File: src/rtl/reindeer_mem_pkg.sv
// rtl/reindeer_mem_pkg.sv - shared state encoding, defaults and helpers for the Reindeer memory arbiter
package reindeer_mem_pkg;

    localparam int DEF_ADDR_BITS = 14;
    localparam int DEF_XLEN      = 32;

    // Widest byte-enable vector the read-detect helper accepts (XLEN up to 512).
    localparam int MAX_WE_BITS   = 64;

    typedef enum logic {
        ARB_IDLE = 1'b0,
        ARB_BUSY = 1'b1
    } arb_state_e;

    // An access with no byte enables set is a read.
    function automatic logic we_is_read(input logic [MAX_WE_BITS-1:0] we);
        return (we == '0);
    endfunction

endpackage

File: src/rtl/reindeer_mem_arb_pick.sv
// rtl/reindeer_mem_arb_pick.sv - combinational winner picker; REINDEER_MEM_ARB_RR_EN selects round-robin among ports 1..N-1
module reindeer_mem_arb_pick #(
    parameter int NUM_PORTS = 3,
    parameter int IDX_W     = $clog2(NUM_PORTS)
) (
    input  logic [NUM_PORTS-1:0] req_i,
    input  logic [IDX_W-1:0]     ptr_i,
    output logic [NUM_PORTS-1:0] win_o,
    output logic [IDX_W-1:0]     idx_o
);

    logic found;

`ifdef REINDEER_MEM_ARB_RR_EN
    int               cand;
    logic [IDX_W-1:0] cand_idx;

    // Port 0 first, then scan ports 1..N-1 cyclically starting at the pointer.
    always_comb begin
        idx_o    = '0;
        found    = 1'b0;
        cand     = 0;
        cand_idx = '0;
        if (req_i[0]) begin
            found = 1'b1;
        end else begin
            for (int k = 0; k < NUM_PORTS - 1; k++) begin
                cand = int'(ptr_i) + k;
                if (cand >= NUM_PORTS) begin
                    cand = cand - (NUM_PORTS - 1);
                end
                cand_idx = IDX_W'(cand);
                if (!found && req_i[cand_idx]) begin
                    found = 1'b1;
                    idx_o = cand_idx;
                end
            end
        end
    end
`else
    logic unused_ptr;
    assign unused_ptr = ^ptr_i;

    // Fixed priority: the lowest requesting index wins.
    always_comb begin
        idx_o = '0;
        found = 1'b0;
        for (int p = NUM_PORTS - 1; p >= 0; p--) begin
            if (req_i[p]) begin
                found = 1'b1;
                idx_o = IDX_W'(p);
            end
        end
    end
`endif

    assign win_o = found ? (NUM_PORTS'(1) << idx_o) : '0;

endmodule

File: src/rtl/reindeer_mem_arbiter.sv
// rtl/reindeer_mem_arbiter.sv - N-port req/gnt arbiter onto one byte-writable memory; REINDEER_MEM_ARB_RR_EN enables round-robin
module reindeer_mem_arbiter
    import reindeer_mem_pkg::*;
#(
    parameter int NUM_PORTS = 3,
    parameter int ADDR_BITS = DEF_ADDR_BITS,
    parameter int XLEN      = DEF_XLEN,
    parameter int MAX_WAIT  = 15
) (
    input  logic                            clk,
    input  logic                            reset_n,
    input  logic                            sync_reset,
    input  logic [NUM_PORTS-1:0]            req,
    input  logic [NUM_PORTS*(XLEN/8)-1:0]   req_we,
    input  logic [NUM_PORTS*ADDR_BITS-1:0]  req_addr,
    input  logic [NUM_PORTS*XLEN-1:0]       req_wdata,
    output logic [NUM_PORTS-1:0]            gnt,
    output logic [NUM_PORTS-1:0]            rvalid,
    output logic [XLEN-1:0]                 rdata,
    output logic [NUM_PORTS-1:0]            err,
    output logic [ADDR_BITS-1:0]            mem_addr,
    output logic                            mem_read_en,
    output logic [XLEN/8-1:0]               mem_write_en,
    output logic [XLEN-1:0]                 mem_write_data,
    input  logic [XLEN-1:0]                 mem_read_data,
    input  logic                            mem_ready
);

    localparam int         XLEN_BYTES = XLEN / 8;
    localparam int         IDX_W      = $clog2(NUM_PORTS);
    localparam logic [7:0] LAST_WAIT  = 8'(MAX_WAIT - 1);

    arb_state_e            state_q;
    logic [IDX_W-1:0]      owner_q;
    logic [7:0]            wait_cnt_q;
    logic [NUM_PORTS-1:0]  rvalid_q;
    logic [NUM_PORTS-1:0]  rvalid_d;

    logic [IDX_W-1:0]      rr_ptr;
    logic [IDX_W-1:0]      pick_idx;
    logic [NUM_PORTS-1:0]  pick_win;
    logic [IDX_W-1:0]      sel_idx;
    logic [NUM_PORTS-1:0]  sel_hot;
    logic [XLEN_BYTES-1:0] sel_we;
    logic                  busy;
    logic                  sel_req;
    logic                  sel_read;
    logic                  active;
    logic                  timeout;

    reindeer_mem_arb_pick #(
        .NUM_PORTS (NUM_PORTS),
        .IDX_W     (IDX_W)
    ) u_pick (
        .req_i (req),
        .ptr_i (rr_ptr),
        .win_o (pick_win),
        .idx_o (pick_idx)
    );

    // In BUSY the owner keeps the memory; otherwise the picker's winner drives it.
    assign busy     = (state_q == ARB_BUSY);
    assign sel_idx  = busy ? owner_q : pick_idx;
    assign sel_hot  = busy ? (NUM_PORTS'(1) << owner_q) : pick_win;
    assign sel_req  = req[sel_idx];
    assign sel_we   = req_we[sel_idx*XLEN_BYTES +: XLEN_BYTES];
    assign sel_read = we_is_read(MAX_WE_BITS'(sel_we));

    // No access is presented while either reset is applied or the selected port is idle.
    assign active   = reset_n & ~sync_reset & sel_req;
    assign timeout  = busy & (wait_cnt_q == LAST_WAIT) & ~mem_ready;

    assign mem_addr       = req_addr[sel_idx*ADDR_BITS +: ADDR_BITS];
    assign mem_write_data = req_wdata[sel_idx*XLEN +: XLEN];
    assign mem_read_en    = active & sel_read;
    assign mem_write_en   = active ? sel_we : '0;

    assign gnt      = (active & mem_ready) ? sel_hot : '0;
    assign err      = (active & timeout) ? sel_hot : '0;
    assign rvalid_d = (active & mem_ready & sel_read) ? sel_hot : '0;
    assign rvalid   = rvalid_q;
    assign rdata    = mem_read_data;

`ifdef REINDEER_MEM_ARB_RR_EN
    logic [IDX_W-1:0] rr_ptr_q;
    logic [IDX_W-1:0] rr_ptr_d;

    // Point just past the last granted non-zero port, wrapping back to port 1.
    always_comb begin
        rr_ptr_d = rr_ptr_q;
        if (active && mem_ready && (sel_idx != '0)) begin
            rr_ptr_d = (sel_idx == IDX_W'(NUM_PORTS - 1)) ? IDX_W'(1) : sel_idx + IDX_W'(1);
        end
    end

    // Round-robin pointer register.
    always_ff @(posedge clk or negedge reset_n) begin
        if (!reset_n) begin
            rr_ptr_q <= IDX_W'(1);
        end else if (sync_reset) begin
            rr_ptr_q <= IDX_W'(1);
        end else begin
            rr_ptr_q <= rr_ptr_d;
        end
    end

    assign rr_ptr = rr_ptr_q;
`else
    assign rr_ptr = IDX_W'(1);
`endif

    // Access FSM: hold the owner through wait states, leave on grant, timeout or dropped request.
    always_ff @(posedge clk or negedge reset_n) begin
        if (!reset_n) begin
            state_q    <= ARB_IDLE;
            owner_q    <= '0;
            wait_cnt_q <= '0;
        end else if (sync_reset) begin
            state_q    <= ARB_IDLE;
            owner_q    <= '0;
            wait_cnt_q <= '0;
        end else begin
            case (state_q)
                ARB_IDLE: begin
                    if (active && !mem_ready) begin
                        state_q    <= ARB_BUSY;
                        owner_q    <= pick_idx;
                        wait_cnt_q <= '0;
                    end
                end
                ARB_BUSY: begin
                    if (!active || mem_ready || timeout) begin
                        state_q    <= ARB_IDLE;
                        wait_cnt_q <= '0;
                    end else begin
                        wait_cnt_q <= wait_cnt_q + 8'd1;
                    end
                end
                default: begin
                    state_q <= ARB_IDLE;
                end
            endcase
        end
    end

    // Read-response flag follows a read grant by one cycle.
    always_ff @(posedge clk or negedge reset_n) begin
        if (!reset_n) begin
            rvalid_q <= '0;
        end else if (sync_reset) begin
            rvalid_q <= '0;
        end else begin
            rvalid_q <= rvalid_d;
        end
    end

endmodule
File: config.mk
export PLATFORM = sky130hd
export DESIGN_NAME = reindeer_mem_arbiter
export DESIGN_NICKNAME = d
export VERILOG_FILES = /design/src/rtl/reindeer_mem_pkg.sv /design/src/rtl/reindeer_mem_arb_pick.sv /design/src/rtl/reindeer_mem_arbiter.sv
export SDC_FILE = /design/constraint.sdc
export NUM_CORES = 1
export LEC_CHECK = 0
export ABC_AREA = 1
export CAP_MARGIN = 0
export CELL_PAD_IN_SITES_DETAIL_PLACEMENT = 0
export CELL_PAD_IN_SITES_GLOBAL_PLACEMENT = 2
export CORE_ASPECT_RATIO = 0.9
export CORE_MARGIN = 2
export CORE_UTILIZATION = 11
export DETAILED_ROUTE_END_ITERATION = 8
export GPL_TIMING_DRIVEN = 0
export PLACE_DENSITY_LB_ADDON = 0.1
export SLEW_MARGIN = 20
export SYNTH_ARGS = -nofsm -noshare
export SYNTH_HDL_FRONTEND = slang
export SYNTH_HIERARCHICAL = 1
export SYNTH_SLANG_ARGS = --single-unit
File: constraint.sdc
create_clock -name clk -period 4.5 [get_ports clk]
set_input_delay 1.35 -clock clk [delete_from_list [all_inputs] [get_ports clk]]
set_output_delay 1.35 -clock clk [all_outputs]
set_load 0.005 [all_outputs]
==> metrics.cfg, run 1 <==
[clocking]
clk_root_buffer_cell=sky130_fd_sc_hd__clkbuf_16
clkSinkCount=14
htree_levels=1
clock_insertion_delay_worst_skew_ns=0.24
tritoncts.num_buffers=3
clockBufferDepth=2
clk_pin_slew_worst_paths_ns=0.05
clock_tree_from_tritoncts=done
hold_buffers=0

[floorplanning]
start_util_pct=11.2
full_die_area_um2=22200
core_area_um2=20700
io_pins=281
die_y_um=142
number_of_cell_rows=50
die_width_um=157

[global_route]
grt_pass1_wl_um=22100
grt.overflow.total=0
first_global_vias=3628
pin_count_of_the_biggest_net_entering_global_routing=16
track_usage_pct=13.0
antenna_found_initial=0

[setup_path]
cp_data_required_time_ns=3.15
setup.worst_path.start=req[0]
timing.critical_path.arrival_ns=3.12
startpoint_type=input pin
end_of_the_worst_register_to_register_path=owner_q[1]$_DFFE_PN0P_
critPathMaxFanout=10
critical_path_class=in2out
worst_setup_path_end_kind=output port
r2r-start=busy$_DFF_PN0_
r2r.worst_path.cells=12
regToRegSetupSlack_ns=2.67

[synth]
synthesis.area_um2=2310
synthesis.area_per_instance_um2=5.66
syn-instance-count=409
post_synth_net_total=600
synth.yosys.warnings=6

[sta]
minimum_clock_period_ns=4.47
tightest_slew_ns=0.533
maxClockFrequency_mhz=223
maxSlewHeadroom_pct=64.5
final.hold.worst_slack_ns=0.525
final_max_slew_viol_count=0
fin_tns_setup_ns=0
finalHoldViolCount=0
rsz_0062_raised_after_global_routing=true
post-route-period-util_pct=99.4
finalClockSkew_ns=0.00387
number_of_setup_violations_in_the_final_report=0
post-route-worst-setup-slack_ns=0.0255

[routing]
vias_per_cell=3.81
drcViolationCount=0
detail-route-antenna-nets=0
drt_iter0_drc=194
firstDrtPassIters=4
route.detailed.wl_per_inst_um=16.0
vias=3670
routed_wirelength_um=15400

[min_path]
worstHoldStart=owner_q[0]$_DFFE_PN0P_
worst_hold_endpoint=owner_q[0]$_DFFE_PN0P_
min_path_type=reg2reg
whs_path_depth=2

[layout]
num-nets-final=868
mostFrequentLayoutCells=sky130_fd_sc_hd__clkdlybuf4s50_1 (196), sky130_fd_sc_hd__nand2_1 (83), sky130_fd_sc_hd__o21ai_0 (70)
syn_to_final_growth_pct=138
finish.cell_count_without_fillers=962
final_common_cell=sky130_fd_sc_hd__clkdlybuf4s50_1
diodes=0
proportion_of_layout_cells_with_a_drive_suffix_above_1_pct=15.1
fillCellCount=2316

[power]
leakage_nw=2.40
vdd.ir_drop.worst_v=0.0000885
powerDensity_nw_per_um2=142
power.total_uw=783

[job]
cap_viol_max_count=0

[outcome]
result_of_the_run=finished clean

[placement]
portBuffers=248
setup_slack_placement_ns=-0.735
place.detailed.hpwl_um=12800
global_placement_routability_congestion=0.809
dpl.cell_count=943

critical path: stages:
cell                              delay [ns]
sky130_fd_sc_hd__clkdlybuf4s15_2        0.26
sky130_fd_sc_hd__nor2_4                 0.19
sky130_fd_sc_hd__nand2_4                0.11
sky130_fd_sc_hd__nand2_8                0.13
sky130_fd_sc_hd__buf_6                  0.17
sky130_fd_sc_hd__buf_4                  0.20
sky130_fd_sc_hd__nor2_1                 0.06
sky130_fd_sc_hd__o21ai_1                0.14
sky130_fd_sc_hd__clkdlybuf4s50_1        0.52
per-stage QoR:
step                      util, %  area [µm²]
after detailed placement     24.9        5150
final                        26.6        5500
after global placement       24.9        5150
after global routing         26.6        5500
after floorplan                 -        2310
after CTS                    26.2        5430
where the power goes:
part	switching, mW	total [mW]	internal [mW]
combinational	0.176	0.467	0.291
clock	0.0532	0.188	0.135
sequential	0.00141	0.128	0.127
how the worst max path moves through the flow:
stage | endpoint | slack, ns | depth (start not counted)
final | mem_write_data[8] | 0.03 | 9
after CTS | mem_write_data[8] | -0.02 | 10
after global routing | mem_write_data[8] | -0.12 | 10
after detailed placement | mem_write_data[23] | -0.73 | 10
after global placement | mem_addr[0] | -0.75 | 10
after floorplan | err[0] | 0.76 | 9
registers in the layout (all words and copies together) (netlist names):
register	count
owner_q	2
rvalid	3
wait_cnt_q	8
busy	1
final cells by class:
cell class | count | area, µm² | area share (%)
timing repair buffer | 263 | 2590 | 47.1
multi-input combinational | 313 | 1560 | 28.3
buffer | 55 | 452 | 8.21
tap | 286 | 358 | 6.50
sequential | 14 | 350 | 6.37
inverter | 27 | 106 | 1.93
clock buffer | 4 | 88.8 | 1.61
layer usage:
layer	vias to the layer above	part of all wire (%)	global-route usage, %
met4	0	0.84	1.35
met3	8	7.8	2.44
met5	-	0	0
li1	1854	-	-
met2	144	51	24.4
met1	1664	40	15.7
repair_timing:
action                     in CTS  in global routing
resized for setup              92                 19
setup buffers                   8                  5
cloned                          1                  1
pin swaps                       5                  4
setup endpoints to repair      57                 22
No activity file was read; power rests on OpenSTA's default activity.
==> run 2: changes to the inputs <==
--- a/config.mk
+++ b/config.mk
@@ -15,6 +15,7 @@
 export DETAILED_ROUTE_END_ITERATION = 8
 export GPL_TIMING_DRIVEN = 0
 export PLACE_DENSITY_LB_ADDON = 0.1
+export REMOVE_ABC_BUFFERS = 1
 export SLEW_MARGIN = 20
 export SYNTH_ARGS = -nofsm -noshare
 export SYNTH_HDL_FRONTEND = slang
==> metrics.cfg, run 2 (synthesis results as in run 1) <==
[sta]
tightest_slew_ns=0.438  ; was 0.533 ns
maxClockFrequency_mhz=228  ; was 223 MHz
final_max_slew_viol_count=0  ; unchanged
number_of_setup_violations_in_the_final_report=0  ; unchanged
minimum_clock_period_ns=4.38  ; was 4.47 ns
post-route-period-util_pct=97.4  ; was 99.4%
maxSlewHeadroom_pct=70.8  ; was 64.5%
rsz_0062_raised_after_global_routing=true  ; unchanged
post-route-worst-setup-slack_ns=0.116  ; was 0.0255 ns
finalHoldViolCount=0  ; unchanged
finalClockSkew_ns=0.00497  ; was 0.00387 ns

[layout]
largest_register_ff_count=8  ; unchanged
proportion_of_layout_cells_with_a_drive_suffix_above_1_pct=11.1  ; was 15.1%
diodes=0  ; unchanged
num-nets-final=795  ; was 868
regMostFlops=wait_cnt_q  ; unchanged
final_common_cell=sky130_fd_sc_hd__clkdlybuf4s50_1  ; unchanged
mostFrequentLayoutCells=sky130_fd_sc_hd__clkdlybuf4s50_1 (155), sky130_fd_sc_hd__nand2_1 (84), sky130_fd_sc_hd__o21ai_0 (72)  ; was sky130_fd_sc_hd__clkdlybuf4s50_1 (196), sky130_fd_sc_hd__nand2_1 (83), sky130_fd_sc_hd__o21ai_0 (70)
syn_to_final_growth_pct=113  ; was 138%

[clocking]
clk_pin_slew_worst_paths_ns=0.05  ; about the same
clkSinkCount=14  ; unchanged
clockBufferDepth=2  ; unchanged
tritoncts.num_buffers=3  ; unchanged
clk_root_buffer_cell=sky130_fd_sc_hd__clkbuf_16  ; unchanged
htree_levels=1  ; unchanged
clock_insertion_delay_worst_skew_ns=0.25  ; was 0.24 ns
hold_buffers=0  ; unchanged
clock_tree_from_tritoncts=done  ; unchanged

[setup_path]
timing.critical_path.arrival_ns=3.03  ; was 3.12 ns
critical_path_class=in2out  ; unchanged
critPathMaxFanout=6  ; was 10
worst_setup_path_end_kind=output port  ; unchanged
buf_inv_stages_crit_path=7  ; was 4
startpoint_type=input pin  ; unchanged
cp_data_required_time_ns=3.15  ; about the same
slowest_delay_ns=0.26  ; was 0.52 ns
crit_top_cell=sky130_fd_sc_hd__buf_4
cpLargestDelayFamily=buffers and inverters  ; unchanged
crit_chain=dlygate4sd2_1 -> inv_2 -> nand2_2 -> nor2_4 -> o21ai_4 -> buf_6 -> buf_4 -> buf_4 -> nor2_4 -> buf_4 -> nand2_1 -> o21ai_1 -> dlygate4sd2_1  ; was clkdlybuf4s15_2 -> nor2_4 -> nand2_4 -> nand2_8 -> buf_6 -> buf_4 -> nor2_1 -> o21ai_1 -> clkdlybuf4s50_1
slowest_cell_on_the_critical_path=sky130_fd_sc_hd__dlygate4sd2_1  ; was sky130_fd_sc_hd__clkdlybuf4s50_1

[placement]
setup_slack_placement_ns=-1.44  ; was -0.735 ns
global_placement_routability_congestion=0.795  ; was 0.809
place.detailed.hpwl_um=13900  ; was 12800 µm
portBuffers=216  ; was 248

[min_path]
min_path_type=reg2reg  ; unchanged

[floorplanning]
number_of_cell_rows=50  ; unchanged
io_pins=281  ; unchanged
start_util_pct=11.2  ; unchanged
core_area_um2=20700  ; unchanged
die_y_um=142  ; unchanged
full_die_area_um2=22200  ; unchanged
die_width_um=157  ; unchanged

[routing]
route.detailed.wl_per_inst_um=20.7  ; was 16.0 µm
detail-route-antenna-nets=0  ; unchanged
routed_wirelength_um=18400  ; was 15400 µm
vias=3515  ; was 3670
vias_per_cell=3.95  ; was 3.81
drt_iter0_drc=173  ; was 194
firstDrtPassIters=4  ; unchanged
drcViolationCount=0  ; unchanged

[power]
power.total_uw=744  ; was 783 µW
vdd.ir_drop.worst_v=0.000125  ; was 0.0000885 V
powerDensity_nw_per_um2=151  ; was 142 nW/µm²
leakage_nw=2.06  ; was 2.40 nW

[global_route]
grt_pass1_wl_um=25900  ; was 22100 µm
track_usage_pct=16.0  ; was 13.0%
first_global_vias=3691  ; was 3628
antenna_found_initial=2  ; was 0
grt.overflow.total=0  ; unchanged
pin_count_of_the_biggest_net_entering_global_routing=47  ; was 16

[outcome]
result_of_the_run=finished clean  ; unchanged

[job]
cap_viol_max_count=0  ; unchanged

==> run 2: cell types whose count changed in the layout (fill, tap and decap cells not counted), moves of 3 or more <==
cell                              before  now
sky130_fd_sc_hd__buf_16                0    3
sky130_fd_sc_hd__buf_4                48   17
sky130_fd_sc_hd__buf_6                11    3
sky130_fd_sc_hd__clkbuf_1              3    0
sky130_fd_sc_hd__clkbuf_4              3    0
sky130_fd_sc_hd__clkdlybuf4s50_1     196  155
sky130_fd_sc_hd__dlygate4sd2_1        38   53
sky130_fd_sc_hd__dlymetal6s2s_1        9    2
sky130_fd_sc_hd__nand3_1              13   10
sky130_fd_sc_hd__nand3_2               1    4
==> run 2: timing repair <==
item	in CTS	in global routing
setup buffers	20	2
pin swaps	11	7
gates resized for setup	89	9
gates cloned	4	0
setup endpoints to repair	57	14
==> run 2: worst paths after layout <==
check                                        from                        end  slack (ns)  cells after the start
max in group asynchronous                 reset_n     owner_q[0]$_DFFE_PN0P_        3.07                      1
min reg2reg                owner_q[0]$_DFFE_PN0P_     owner_q[0]$_DFFE_PN0P_        0.53                      2
max                                        req[1]          mem_write_data[2]        0.12                     13
min                        owner_q[0]$_DFFE_PN0P_     owner_q[0]$_DFFE_PN0P_        0.53                      2
max reg2reg                        busy$_DFF_PN0_        rvalid[1]$_DFF_PN0_        2.41                     11
min in group asynchronous                 reset_n  wait_cnt_q[3]$_DFFE_PN0P_        1.13                      1
==> run 2: area by class of cell <==
class                   count  area, µm²
clock buffers               4       88.8
fillers                  2344      15800
inverters                  27        115
multi-input cells         316       1620
flip-flops and latches     14        350
well taps                 286        358
repair buffers            242       2400
==> run 2: per-layer routing <==
metal | track usage, % | part of all wire (%) | up-vias
met4 | 0.579 | 0.15 | 4
li1 | - | - | 1713
met3 | 7.51 | 12 | 8
met1 | 19.6 | 42 | 1606
met2 | 26.6 | 45 | 184
met5 | 4.31 | 0.68 | -
==> run 2: per-stage QoR <==
stage                     hold WS, ns  area, µm²  setup TNS, ns  util [%]  instances
after floorplan                 0.483       1950         -0.526         -        354
after global placement          0.515       4470        -177.34      21.6        856
after detailed placement        0.514       4560         -69.89      22.0        859
after CTS                       0.529       4900              0      23.7        887
after global routing            0.594       4930       -0.00343      23.8        889
final                           0.533       4930              0      23.8        889
==> run 2: worst register-to-register path, cell delays in order, from the launching register on <==
cell and delay [ns]:
sky130_fd_sc_hd__dfrtp_1 0.45, sky130_fd_sc_hd__inv_2 0.30, sky130_fd_sc_hd__nand2_8 0.17, sky130_fd_sc_hd__nand2_8 0.13
sky130_fd_sc_hd__nor2_4 0.08, sky130_fd_sc_hd__buf_12 0.15, sky130_fd_sc_hd__nand2_1 0.09, sky130_fd_sc_hd__nand2_1 0.08
sky130_fd_sc_hd__nor2_2 0.16, sky130_fd_sc_hd__buf_4 0.13, sky130_fd_sc_hd__nand4_1 0.13, sky130_fd_sc_hd__nor2_1 0.13
==> run 2: where the power goes <==
part           internal [mW]  total (mW)  switching [mW]
Clock                  0.135       0.196          0.0610
Sequential             0.127       0.128         0.00134
Combinational          0.241       0.419           0.178
